File: config.mk
export PLATFORM = sky130hd
export DESIGN_NAME = bcd_feeder
export DESIGN_NICKNAME = d
export VERILOG_FILES = /design/src/rtl/bcd_feeder.sv
export SDC_FILE = /design/constraint.sdc
export NUM_CORES = 1
export LEC_CHECK = 0
export CAP_MARGIN = 25
export CORE_MARGIN = 2
export CORE_UTILIZATION = 40
export DETAILED_ROUTE_END_ITERATION = 6
export HOLD_SLACK_MARGIN = 0.08
export SYNTH_ARGS = -nofsm -noshare
export SYNTH_HDL_FRONTEND = slang
export SYNTH_SLANG_ARGS = --single-unit
export TNS_END_PERCENT = 1
File: constraint.sdc
create_clock -name clock -period 3.2 [get_ports clock]
set_input_delay 0.48 -clock clock [delete_from_list [all_inputs] [get_ports clock]]
set_output_delay 0.48 -clock clock [all_outputs]
set_load 0.01 [all_outputs]
File: src/rtl/bcd_feeder.sv
// bcd_feeder: 27-bit binary to 8-digit BCD via iterative double-dabble, then
// eight (dig, pos) display writes. Optional macro SAT_EN saturates display to 99999999 on overflow.
module bcd_feeder (
  input  logic        clock,
  input  logic        reset,
  input  logic        start,
  input  logic [26:0] value,
  output logic        ready,
  output logic        busy,
  output logic        done,
  output logic        ovf,
  output logic [3:0]  dig,
  output logic [3:0]  pos
);

  typedef enum logic [1:0] {IDLE, CONV, EMIT, DONE} state_t;

  state_t      state_q, state_d;
  logic [26:0] shreg_q, shreg_d;
  logic [35:0] bcd_q, bcd_d;
  logic [4:0]  cnt_q, cnt_d;
  logic [2:0]  idx_q, idx_d;
  logic        ovf_q, ovf_d;

  logic [35:0] bcd_adj;
  logic [62:0] shifted;
  logic [3:0]  nib;
  logic [3:0]  emit_digit;

  always_ff @(posedge clock or posedge reset) begin
    if (reset) begin
      state_q <= IDLE;
      shreg_q <= '0;
      bcd_q   <= '0;
      cnt_q   <= '0;
      idx_q   <= '0;
      ovf_q   <= 1'b0;
    end else begin
      state_q <= state_d;
      shreg_q <= shreg_d;
      bcd_q   <= bcd_d;
      cnt_q   <= cnt_d;
      idx_q   <= idx_d;
      ovf_q   <= ovf_d;
    end
  end

  // Add-3 correction on every nibble, then one combined left shift.
  always_comb begin
    bcd_adj = '0;
    nib     = '0;
    for (int unsigned i = 0; i < 9; i++) begin
      nib = bcd_q[4*i +: 4];
      bcd_adj[4*i +: 4] = (nib >= 4'd5) ? nib + 4'd3 : nib;
    end
    shifted = {bcd_adj, shreg_q} << 1;
  end

  always_comb begin
    state_d = state_q;
    shreg_d = shreg_q;
    bcd_d   = bcd_q;
    cnt_d   = cnt_q;
    idx_d   = idx_q;
    ovf_d   = ovf_q;
    unique case (state_q)
      IDLE: begin
        if (start) begin
          shreg_d = value;
          ovf_d   = (value > 27'd99_999_999);
          bcd_d   = '0;
          cnt_d   = '0;
          idx_d   = '0;
          state_d = CONV;
        end
      end
      CONV: begin
        bcd_d   = shifted[62:27];
        shreg_d = shifted[26:0];
        cnt_d   = cnt_q + 5'd1;
        if (cnt_q == 5'd26) begin
          idx_d   = '0;
          state_d = EMIT;
        end
      end
      EMIT: begin
        idx_d = idx_q + 3'd1;
        if (idx_q == 3'd7) state_d = DONE;
      end
      DONE: state_d = IDLE;
      default: state_d = IDLE;
    endcase
  end

  // Display outputs decode from registers only, never from inputs.
  always_comb begin
    emit_digit = bcd_q[{idx_q, 2'b00} +: 4];
    ready = (state_q == IDLE);
    busy  = (state_q != IDLE);
    done  = (state_q == DONE);
    ovf   = ovf_q;
    dig   = 4'hF;
    pos   = 4'd0;
    if (state_q == EMIT) begin
      pos = {1'b0, idx_q} + 4'd1;
`ifdef SAT_EN
      dig = ovf_q ? 4'd9 : emit_digit;
`else
      dig = emit_digit;
`endif
    end
  end

endmodule

==> flow_summary.toml <==
[clocking]
hold_buffers = 0
cts-resized-gates = 0
clkSinkCount = 70
cts-root-buf = "clkbuf_8"
cts_buffer_depth = 2
cts_buffers = 9
clk_pin_slew_ns = 0.07
clk_latency_ns = 0.34
post-cts-setup-buffer-count = 0
tritoncts = "built"
cts.htree.levels = 3

[global_routing]
overflow = 0
grt_usage = 0.157
grt_pass1_wl_mm = 13.5
grt_max_degree = 56
grt_pass1_vias = 2809
antenna_found_initial = 0

[routing]
avgRoutedWirePerCell_um = 15.2
dr.first_iter.drc_count = 89
drt_wl_total_mm = 8.20
dr.pass1.iters = 4
vias_per_cell = 5.35
drt.antenna.violating_nets = 0
num_vias = 2880
drc = 0

[pwr]
switchingPower_mw = 1.73
internal-power_mw = 2.70
cellPowerDensity_nw_per_um2 = 943
clkPwrFrac = 0.182
vdd_ir_drop_max_v = 0.000658
seq_power_share = 0.351
combPwrFrac = 0.466
p_sw_frac = 0.391
p_total_mw = 4.43
p_leak_nw = 1.99

[timing]
setup_viol = 0
slew-limit-headroom = 0.615
fin_crit_ns = 2.80
drv_slew = 0
rsz0062_at_grt = "no"
layout_setup_ws_ns = 0.404
hold_viol = 0
setup_tns_ns = 0
fmax_mhz = 358
max_slew.worst_pin.slew_ns = 0.577
period_share = 0.874
skew_ns = 0.00525

[layout]
area_growth_syn_to_layout_pct = 17.3
diodes = 0
final_layout_size_suffix_gt1_frac = 0.109
fin_cells = 538
nFillCells = 941
final_nets = 456

[placed_design]
port_buffers = 41
gp_congestion = 0.794
place_inst = 523
place_ws_ns = 0.741
detailed_place_hpwl_mm = 5.67

[critical_path]
critPathLaunchType = "register"
critPathRequiredTime_ns = 2.72
r2r_slack_ns = 1.17
crit_path_end_kind = "output port"
rr_startpoint = "state_q[0]$_DFFE_PP0P_"
reg2reg_to = "shreg_q[18]$_DFFE_PP0P_"
worstPathArrival_ns = 2.32
critPathLaunch = "idx_q[0]$_DFFE_PP0P_"
path_class = "register to output port"
crit_fanout = 12
rr_worst_depth = 6

[outcome]
outcome = "finished clean"

[yosys]
ys_ff_latch = 70
syn_avg_cell_area_um2 = 11.0
syn_inst = 363
ys_seq_area_frac = 0.438
synth_area_um2 = 4000
synth-async-reset-ratio = 1.00
synth_fp_nets = 418
synth_edf_count = 0
synthFlopType = "dfrtp_1"
yosysUniqueCellTypes = 41
yosysWarnings = 0

[die]
row_count = 36
die_area_um2 = 10800
die_x_um = 104
design.core.area_um2 = 9730
ios = 42
dieHeight_um = 104
start_util = 0.411

[run]
cap_violations = 0

[hold_path]
worst_hold_path_type = "input pin to asynchronous set/reset pin"
## worst max path at each step
stage / to
finish: dig[2]
global route: dig[2]
CTS: dig[2]
detailed placement: dig[0]
global placement: dig[2]
floorplan: bcd_q[0]$_DFFE_PP0P_
## worst max-delay path, stage by stage, from the launching register on
cell,delay [ns]
dfrtp_1,0.71
mux4_2,0.57
o22a_1,0.22
clkdlybuf4s50_1,0.47
## layer usage
layer  track usage  up-vias  part of all wire  wire length (um)
met4        0.0531        0             0.018               149
met1         0.182     1399              0.44              3590
met2         0.272       65              0.49              4050
met5             0        -                 0                 0
met3        0.0526       13             0.049               404
li1              -     1403                 -                 -
## power by group through the flow
stage | clock (mW) | combinational [mW] | sequential (mW)
after floorplan | 0 | 1.76 | 1.45
after global placement | 0 | 2.04 | 1.56
after detailed placement | 0 | 2.09 | 1.58
after CTS | 0.836 | 2.09 | 1.56
after global routing | 0.881 | 2.30 | 1.61
final | 0.808 | 2.07 | 1.56
## cell families (layout without fill, tap and decap cells)
| group | after synthesis | count (layout) | share of synthesized area |
|---|---|---|---|
| XOR/XNOR | 14 | 14 | 0.0306 |
| flip-flops | 70 | 70 | 0.438 |
| AO/OA/AOI/OAI | 102 | 102 | 0.169 |
| multiplexers | 47 | 47 | 0.145 |
| adder cells (fa/ha/maj) | 25 | 25 | 0.0781 |
| buffers and inverters | 40 | 82 | 0.0581 |
| AND/OR/NAND/NOR | 65 | 65 | 0.0816 |
## cell type report
type / count / area, um^2 / area share
Clock inverter: 3 / 67.6 / 0.0144
Clock buffer: 12 / 155 / 0.0330
Inverter: 22 / 82.6 / 0.0176
Timing Repair Buffer: 45 / 453 / 0.0964
Sequential cell: 70 / 1750 / 0.373
Tap cell: 133 / 166 / 0.0354
Multi-Input combinational cell: 253 / 2020 / 0.430
## cell usage after synthesis (all sizes together), types with 9 or more instances
library cell	count	area [um^2]
nor2	31	116
o22ai	12	75.1
inv	22	82.6
nand2b	10	62.6
ha	25	313
buf	17	146
o21ai	11	55.1
a21oi	42	210
a22o	9	88.8
mux2i	34	340
dfrtp	70	1750
## registers in the layout, indices dropped and copies added (netlist names)
register / cells
cnt_q: 5
bcd_q: 32
idx_q: 3
state_q: 2
shreg_q: 27
ovf: 1
## layout by cell type, fill, tap and decap left out, drive strengths merged
cell	n
o21ai	11
a21oi	42
a21boi	1
o31a	1
and4	1
mux4	8
nor2b	1
mux2i	34
a32o	8
o22a	4
o2bb2ai	1
or4	1
nor2	31
nand2	8
nand4b	1
clkinvlp	1
and2	3
clkdlybuf4s50	41
nand4	4
o31ai	8
inv	22
o32ai	3
clkbuf	12
mux2	5
o32a	1
ha	25
buf	4
bufinv	2
xor2	6
xnor2	8
dfrtp	70
nand2b	10
o22ai	12
nor3b	5
a22o	9
a311oi	1
## metrics by stage
stage / utilization / hold slack, ns / instance area [um^2]
final: 0.483 / 0.428 / 4700
after global routing: 0.483 / 0.437 / 4700
after CTS: 0.483 / 0.413 / 4700
after detailed placement: 0.460 / 0.474 / 4470
after global placement: 0.460 / 0.461 / 4470
after floorplan: - / 0.449 / 4000
Note: power is estimated with default switching activity, not from simulation.
